File: src/rtl/GEMM_pkg.sv
// GEMM_pkg -- shared GEMM types.
//   command_t          : command currently driven to the GEMM array.
//   collector_state_t  : state of gemm_output_collector's job FSM.
package GEMM_pkg;

   typedef enum logic [1:0] {
      CMD_NONE          = 2'd0,
      CMD_WRITE_WEIGHTS = 2'd1,
      CMD_STREAM        = 2'd2
   } command_t;

   typedef enum logic [1:0] {
      IDLE    = 2'd0,
      COLLECT = 2'd1,
      DRAIN   = 2'd2,
      DONE    = 2'd3
   } collector_state_t;

endpackage

File: src/rtl/gemm_row_fifo.sv
// gemm_row_fifo -- first-word fall-through row buffer.
//   clk, resetn : clock, synchronous active-low reset (clears pointers/occupancy)
//   push        : write wr_data; accepted when not full, or when full and a pop
//                 happens in the same cycle
//   pop         : drop head word (ignored when empty)
//   rd_data     : head word, valid whenever empty==0
//   full, empty : occupancy flags
module gemm_row_fifo #(
   parameter int WIDTH = 32,
   parameter int DEPTH = 4
) (
   input  logic             clk,
   input  logic             resetn,
   input  logic             push,
   input  logic [WIDTH-1:0] wr_data,
   input  logic             pop,
   output logic [WIDTH-1:0] rd_data,
   output logic             full,
   output logic             empty
);

   localparam int PW = (DEPTH > 1) ? $clog2(DEPTH) : 1;
   localparam int CW = $clog2(DEPTH + 1);

   logic [WIDTH-1:0] mem [DEPTH];
   logic [PW-1:0]    wr_ptr;
   logic [PW-1:0]    rd_ptr;
   logic [CW-1:0]    count;
   logic             do_push;
   logic             do_pop;

   // Explicit wrap so non-power-of-two depths also work.
   function automatic logic [PW-1:0] next_ptr(input logic [PW-1:0] p);
      return (p == PW'(DEPTH - 1)) ? '0 : p + PW'(1);
   endfunction

   assign full    = (count == CW'(DEPTH));
   assign empty   = (count == '0);
   assign do_pop  = pop && !empty;
   assign do_push = push && (!full || do_pop);

   always_ff @(posedge clk) begin
      if (!resetn) begin
         wr_ptr <= '0;
         rd_ptr <= '0;
         count  <= '0;
      end else begin
         if (do_push) wr_ptr <= next_ptr(wr_ptr);
         if (do_pop)  rd_ptr <= next_ptr(rd_ptr);
         case ({do_push, do_pop})
            2'b10:   count <= count + CW'(1);
            2'b01:   count <= count - CW'(1);
            default: count <= count;
         endcase
      end
   end

   // Storage is data only; validity comes from the reset pointers.
   always_ff @(posedge clk) begin
      if (do_push) mem[wr_ptr] <= wr_data;
   end

   assign rd_data = mem[rd_ptr];

endmodule

File: src/rtl/gemm_output_collector.sv
// gemm_output_collector -- captures GEMM output rows for one job and presents
// them through a FWFT buffer with valid/ready handshake.
//   clk, resetn         : clock, synchronous active-low reset
//   start, num_rows     : job start pulse and rows expected (sampled on start)
//   cmd, output_valid,
//   activation_outputs  : GEMM command and output row
//   row_data, row_index,
//   row_valid, row_ready: head row, its job row number, handshake
//   busy, done          : job status (COLLECT/DRAIN, DONE)
//   overflow, stray_row : sticky error flags
//   row_checksum        : unsigned element sum of the head row, only when
//                         GEMM_COLLECT_CHECKSUM_EN is defined
module gemm_output_collector
   import GEMM_pkg::*;
#(
   parameter int SA_SIZE                = 4,
   parameter int WEIGHT_ACTIVATION_SIZE = 8,
   parameter int FIFO_DEPTH             = 4,
   parameter int MAX_ROWS               = 16
) (
   input  logic                                      clk,
   input  logic                                      resetn,
   input  logic                                      start,
   input  logic [$clog2(MAX_ROWS+1)-1:0]             num_rows,
   input  command_t                                  cmd,
   input  logic                                      output_valid,
   input  logic [SA_SIZE*WEIGHT_ACTIVATION_SIZE-1:0] activation_outputs,
   output logic [SA_SIZE*WEIGHT_ACTIVATION_SIZE-1:0] row_data,
   output logic                                      row_valid,
   input  logic                                      row_ready,
   output logic [$clog2(MAX_ROWS)-1:0]               row_index,
`ifdef GEMM_COLLECT_CHECKSUM_EN
   output logic [WEIGHT_ACTIVATION_SIZE+$clog2(SA_SIZE)-1:0] row_checksum,
`endif
   output logic                                      busy,
   output logic                                      done,
   output logic                                      overflow,
   output logic                                      stray_row
);

   localparam int W      = WEIGHT_ACTIVATION_SIZE;
   localparam int ROW_W  = SA_SIZE * W;
   localparam int IDX_W  = $clog2(MAX_ROWS);
   localparam int CNT_W  = $clog2(MAX_ROWS + 1);
`ifdef GEMM_COLLECT_CHECKSUM_EN
   localparam int CSUM_W = W + $clog2(SA_SIZE);
   localparam int FIFO_W = CSUM_W + IDX_W + ROW_W;
`else
   localparam int FIFO_W = IDX_W + ROW_W;
`endif

   collector_state_t state, state_nxt;
   logic [CNT_W-1:0] cnt;
   logic [CNT_W-1:0] cnt_inc;
   logic [CNT_W-1:0] n_q;
   logic             capture;
   logic             pop;
   logic             start_ok;
   logic             stray_evt;
   logic             fifo_full;
   logic             fifo_empty;
   logic [FIFO_W-1:0] fifo_wr;
   logic [FIFO_W-1:0] fifo_rd;

`ifdef GEMM_COLLECT_CHECKSUM_EN
   function automatic logic [CSUM_W-1:0] row_sum(input logic [ROW_W-1:0] r);
      logic [CSUM_W-1:0] s;
      s = '0;
      for (int i = 0; i < SA_SIZE; i++) s = s + CSUM_W'(r[i*W +: W]);
      return s;
   endfunction

   assign fifo_wr = {row_sum(activation_outputs), cnt[IDX_W-1:0], activation_outputs};
`else
   assign fifo_wr = {cnt[IDX_W-1:0], activation_outputs};
`endif

   assign capture   = (state == COLLECT) && output_valid && (cmd == CMD_STREAM);
   assign stray_evt = (state != COLLECT) && output_valid && (cmd == CMD_STREAM);
   assign start_ok  = start && ((state == IDLE) || (state == DONE));
   assign row_valid = !fifo_empty;
   assign pop       = row_valid && row_ready;
   assign cnt_inc   = cnt + CNT_W'(1);

   // The FIFO itself accepts a push into a full buffer only alongside a pop.
   gemm_row_fifo #(
      .WIDTH (FIFO_W),
      .DEPTH (FIFO_DEPTH)
   ) u_fifo (
      .clk     (clk),
      .resetn  (resetn),
      .push    (capture),
      .wr_data (fifo_wr),
      .pop     (pop),
      .rd_data (fifo_rd),
      .full    (fifo_full),
      .empty   (fifo_empty)
   );

   always_ff @(posedge clk) begin
      if (!resetn) state <= IDLE;
      else         state <= state_nxt;
   end

   always_comb begin
      state_nxt = state;
      case (state)
         IDLE, DONE: if (start) state_nxt = (num_rows != '0) ? COLLECT : DONE;
         COLLECT:    if (capture && (cnt_inc == n_q)) state_nxt = DRAIN;
         DRAIN:      if (fifo_empty) state_nxt = DONE;
         default:    state_nxt = IDLE;
      endcase
   end

   // Row counter advances on every capture, including dropped rows.
   always_ff @(posedge clk) begin
      if (!resetn) begin
         cnt       <= '0;
         n_q       <= '0;
         overflow  <= 1'b0;
         stray_row <= 1'b0;
      end else begin
         if (start_ok && (num_rows != '0)) begin
            n_q      <= num_rows;
            cnt      <= '0;
            overflow <= 1'b0;
         end else if (capture) begin
            cnt <= cnt_inc;
            if (fifo_full && !pop) overflow <= 1'b1;
         end
         // A stray row seen in the same cycle as start still gets flagged.
         if (stray_evt)                         stray_row <= 1'b1;
         else if (start_ok && (num_rows != '0)) stray_row <= 1'b0;
      end
   end

   // Storage is unreset, so outputs are masked to zero while nothing is held.
   assign row_data  = row_valid ? fifo_rd[ROW_W-1:0] : '0;
   assign row_index = row_valid ? fifo_rd[ROW_W +: IDX_W] : '0;
`ifdef GEMM_COLLECT_CHECKSUM_EN
   assign row_checksum = row_valid ? fifo_rd[ROW_W+IDX_W +: CSUM_W] : '0;
`endif

   assign busy = (state == COLLECT) || (state == DRAIN);
   assign done = (state == DONE);

endmodule

File: config.mk
export PLATFORM = sky130hd
export DESIGN_NAME = gemm_output_collector
export DESIGN_NICKNAME = d
export VERILOG_FILES = /design/src/rtl/GEMM_pkg.sv /design/src/rtl/gemm_row_fifo.sv /design/src/rtl/gemm_output_collector.sv
export SDC_FILE = /design/constraint.sdc
export NUM_CORES = 1
export LEC_CHECK = 0
export ABC_AREA = 1
export CAP_MARGIN = 20
export CORE_ASPECT_RATIO = 1.75
export CORE_UTILIZATION = 50
export CTS_CLUSTER_SIZE = 10
export DETAILED_ROUTE_END_ITERATION = 10
export PLACE_DENSITY_LB_ADDON = 0.15
export SYNTH_ARGS = -nofsm -noshare
export SYNTH_HDL_FRONTEND = slang
export SYNTH_SLANG_ARGS = --single-unit
export TNS_END_PERCENT = 1
File: constraint.sdc
create_clock -name clk -period 3.15 [get_ports clk]
set_input_delay 0.63 -clock clk [delete_from_list [all_inputs] [get_ports clk]]
set_output_delay 0.63 -clock clk [all_outputs]
set_load 0.005 [all_outputs]
Yosys cells after proc, flatten, opt, wreduce, memory -nomap -nowiden

Memory sizes are Yosys's and may differ from the RTL's. A register that Yosys moved wholly into a read port is not among the register bits.
Index checks and enable logic that the tools add are counted.

Add/subtract/negate cells: 5
Multipliers: 0
Div/mod/pow operators: 0
$lt $le $gt $ge: 0
Eq/ne operators: 14
Shift-type cells: 0
Multiplexer cells: 16
Bitwise operators: 1
Reductions and logical operators: 26

Operators with widths:

| operator                                                            | count |
|---|---|
| 32-bit 2-to-1 mux                                                   | 1 |
| 2-bit 2-to-1 mux                                                    | 8 |
| 2-bit == test (second input constant)                               | 6 |
| 1-bit logical AND                                                   | 11 |
| 2-bit one-hot mux with 3 select lines                               | 1 |
| 3-bit one-hot mux with 2 select lines                               | 1 |
| 5-bit by 1-bit adder with 5-bit output (second input constant)      | 1 |
| 5-bit == test                                                       | 1 |
| 5-bit nonzero test                                                  | 1 |
| 2-bit by 1-bit adder with 2-bit output (second input constant)      | 2 |
| 2-bit by 1-bit == test with 1-bit output (second input constant)    | 2 |
| 1-bit 2-to-1 mux                                                    | 4 |
| 4-bit 2-to-1 mux                                                    | 1 |
| 2-bit by 1-bit != test with 1-bit output (second input constant)    | 2 |
| 2-bit != test (second input constant)                               | 2 |
| 2-bit nonzero test                                                  | 2 |
| 2-bit OR reduction                                                  | 2 |
| 3-bit by 1-bit adder with 3-bit output (second input constant)      | 1 |
| 3-bit == test (second input constant)                               | 1 |
| 1-bit zero test                                                     | 3 |
| 3-bit zero test                                                     | 1 |
| 1-bit logical OR                                                    | 3 |
| 3-bit AND reduction                                                 | 1 |
| 3-bit by 1-bit subtractor with 3-bit output (second input constant) | 1 |
| 3 further kinds                                                     | 3 |

Flip-flop bits (word level): 21
Latch bits: 0
Bits in writable memories: 144
ROM bits: 0
Bits of input ports: 44
Output and inout bits: 41
Word-level logic and storage cells: 71
Memories kept: 1

Memories:

| name       | words | bits a word | read ports | clocked after Yosys merged registers in | write ports | RTL line            | RTL |
|---|---|---|---|---|---|---|---|
| u_fifo.mem | 4     | 36          | 1          | 1                                       | 1           | gemm_row_fifo.sv:25 | `logic [WIDTH-1:0] mem [DEPTH];` |

Depth between registers and ports, before layout

Depth in word-level cells: 8
Gate-level depth with buffers: 13
Mapped depth without buffers: 13

Cells and area by module

From an unflattened synthesis, not the netlist that was laid out.

Cells, all modules: 614
Area, all modules: 6907.9 um^2

Modules (own cells, without submodules):

| module                | instances | cells an instance | area an instance (um^2) | sequential area each (um^2) |
|---|---|---|---|---|
| gemm_row_fifo         | 1         | 414               | 5819.3                  | 4504.3 |
| gemm_output_collector | 1         | 200               | 1088.5                  | 280.3 |

Least setup slack after synthesis

Ideal clock, no wire load.

Path type: input to register
From: input cmd[0]
To: memory u_fifo.mem[0][0] in the netlist's numbering (enable)
Setup time: 0.429 ns
Data arrival time: 2.599 ns
Required time: 2.721 ns
Slack: 0.122 ns
Cell stages on the path: 4
Path buffers: 0
Path through: nand3b_4 -> nor2_8 -> nand2_2 -> nor2_1

Word-level cells in the longest chain between the ends: 5

Ends and longest elaborated chain:

| element                                | RTL line                    | RTL |
|---|---|---|
| from (decl)                            | gemm_output_collector.sv:25 | `input command_t cmd,` |
| 2-bit == test                          | gemm_output_collector.sv:78 | `assign capture = (state == COLLECT) && output_valid && (cmd == CMD_STREAM);` |
| 1-bit logical AND                      | gemm_output_collector.sv:78 |  |
| 1-bit logical AND                      | gemm_row_fifo.sv:40         | `assign do_push = push && (!full \|\| do_pop);` |
| 1-bit 2-to-1 mux                       | gemm_row_fifo.sv:60         | `if (do_push) mem[wr_ptr] <= wr_data;` |
| 1-bit 2-to-1 mux (not written as such) | gemm_row_fifo.sv:60         |  |
| to (decl)                              | gemm_row_fifo.sv:25         |  |

No other way between the ends.

==> results.md <==
* Outcome: complete, no violations
* Drt drc at 0
* CTS root buf: clkbuf_16
* CTS tree: done
* Slew Viols, Final at 0
* Die footprint at 14100 µm²
* RSZ-0062 raised after global routing: false
* Post-synthesis register bit count at 167
* Initial DRC Count at 350
* Worst rel slew slack at 0.552
* Via Count at 4642
* Routed wire length at 14500 µm
* Drt first pass iters at 5
* Post-CTS setup buffers at 0
* Yosys cell types at 27
* Met3 global-route usage at 0.0476
* GR Layer Usage met2 at 0.414
* Post-synth EDFFs at 144
* TritonCTS Buffers at 17
* Syn Nets at 656
* Period utilization at 0.948
* Post-synth top area cell: edfxtp_1
* Via density at 5.30
* Clk buf depth at 2
* Clock sinks at 167
* H-tree Lvls at 4
* Final antenna-violating net count at 0
* Mapped Avg Cell Area at 11.4 µm²
* Ant diodes at 0
* Vias in the first global route at 4791
* GRT overflow at 0
* Total GRT Usage at 0.219
* Reg2Reg Setup Slack at 0.76 ns
* Synth Cell Area at 6830 µm²
* Worst Path Class, Setup: flop to output pin
* Die Ht at 157 µm
* Critical path required time at 2.52 ns
* Finished Core Util at 0.632
* Reg-to-reg endpoint: u_fifo.count[1]
* Yosys top cell area share at 0.633
* Synth Instances at 601
* Crit end category: output pin
* Fmax at 335 MHz
* Top_reg_cell synth: edfxtp_1
* Hold WC Path Type: flop to flop
* Seq/Total Area, Yosys at 0.701
* RePlAce Congestion at 0.804
* Max-cap violations at 0
* Pwr Density at 608 nW/µm²
* Arrival @ worst endpoint at 2.36 ns
* Dpl hpwl at 9330 µm
* Area contributors post-synth: edfxtp_1 63%, nor2_1 9.3%, dfxtp_1 6.7%
* Worst Tran Pin Value at 0.671 ns
* Boundary pin count at 85
* R2R depth at 10
* VDD IR max at 0.440 mV
* Die Width at 90.3 µm
* FILL cells at 1028
* Max FO, Critical Path at 36
* Async set-reset flop share out of synthesis at 0
* Synth warn at 0
* Reg-to-reg startpoint: u_fifo.count[0]
* Placement Rows at 56
* Worst clock skew at 0.00681 ns
* Share of layout cells above drive strength 1 at 0.0883
* Pin count of the biggest net entering global routing at 47
* Worst Hold End: n_q[3]
* DR WL/cell at 16.5 µm
* Setup Viol. Count Final at 0
* GRT met1 Usage at 0.235
* Starting Density at 0.510
* Total power draw at 5.14 mW
* Busiest grt layer: met2
* Initial antenna violation count at 0
* Setup TNS at 0 ns
* # port buffers at 84
* Clock Pin Slew Worst Setup and Hold Paths at 0.06 ns
* Top cells by count, synth: 170 x nor2_1, 144 x edfxtp_1, 70 x o21ai_0
* Final min period at 2.99 ns
* Hold violation count in the final report at 0
* Layout area overhead at 23.8%
* Most frequent cell after synthesis: nor2_1
* Lkg Pwr at 2.95 nW
* Skew-Pair Late Insertion Delay at 0.41 ns
* Global-route wire length before repair at 23500 µm
* Hold path cells at 2
* CP startpoint kind: flop
* Core area at 13400 µm²
* Layout net count at 744
* Hold Path Origin: n_q[3]
-- how the worst max path moves through the flow --
stage               startpoint                to  depth (start not counted)
2_1_floorplan           cmd[0]  u_fifo.mem[0][0]                          4
3_3_place_gp              flop      row_data[26]                          5
3_5_place_dp              flop      row_data[26]                          5
4_1_cts        u_fifo.count[0]      row_data[23]                          6
5_1_grt                   flop      row_data[26]                          5
6_report                  flop      row_data[26]                          5
-- layout make-up --
type	count	area, µm²	area share
Sequential cell	167	4790	0.566
Timing Repair Buffer	96	968	0.115
Clock buffer	18	429	0.0508
Multi-Input combinational cell	374	1820	0.216
Tap cell	174	218	0.0258
Clock inverter	14	103	0.0121
Inverter	33	126	0.0149
-- placed cells by master, fill, tap and decap left out, types with 5 or more instances in the layout --
cell type,instances
nand3_1,10
nand2_1,27
ha_1,10
edfxtp_1,144
buf_4,9
a21oi_1,52
inv_1,29
o21ai_1,14
nor2_1,166
o21ai_0,70
clkbuf_16,17
dfxtp_1,21
clkdlybuf4s50_1,84
nand4_1,5
-- through the flow --
stage                     instance area, µm²  hold WS [ns]  instances  setup WS (ns)
after floorplan                         6830         0.444        601          0.122
after global placement                  7920         0.458        844          0.522
after detailed placement                7920         0.470        844          0.485
after CTS                               8450         0.479        876          0.137
after global routing                    8450         0.524        876         0.0128
final                                   8450         0.478        876          0.162
-- power breakdown --
group	switching, mW	internal [mW]	leakage (nW)
Combinational	0.450	0.334	1.21
Clock	0.842	1.01	0.254
Sequential	0.0441	2.46	1.49
-- registers in the layout, summed over array words and instances, names as in the netlist, named ones only --
| register | flops |
|---|---|
| cnt | 5 |
| n_q | 5 |
| overflow | 1 |
| state | 2 |
| stray_row | 1 |
| u_fifo.count | 3 |
| u_fifo.mem | 144 |
| u_fifo.rd_ptr | 2 |
| u_fifo.wr_ptr | 2 |
-- worst max-delay path: stages (launching register included) --
cell and delay [ns]:
dfxtp_2 0.58, inv_4 0.27, nor2_1 0.17, o21ai_1 0.09
a21oi_1 0.26, clkdlybuf4s50_1 0.57
-- metal layers --
layer,routed length [µm],up-vias
met2,8210,126
met1,5540,2240
li1,-,2260
met5,0,-
met3,481,16
met4,221,0
-- what timing repair did --
item | in CTS | in global routing
hold buffers | 0 | 0
endpoints found under the setup margin | 1 | 0
resized for setup | 1 | 0
-- cell families after synthesis --
| kind of cell | share of synthesized area |
|---|---|
| AND/OR/NAND/NOR | 0.135 |
| XOR/XNOR | 0.00385 |
| buffers and inverters | 0.0370 |
| flip-flops | 0.701 |
| AO/OA/AOI/OAI | 0.102 |
| adder cells (fa/ha/maj) | 0.0213 |
No activity file was read; power rests on OpenSTA's default activity.
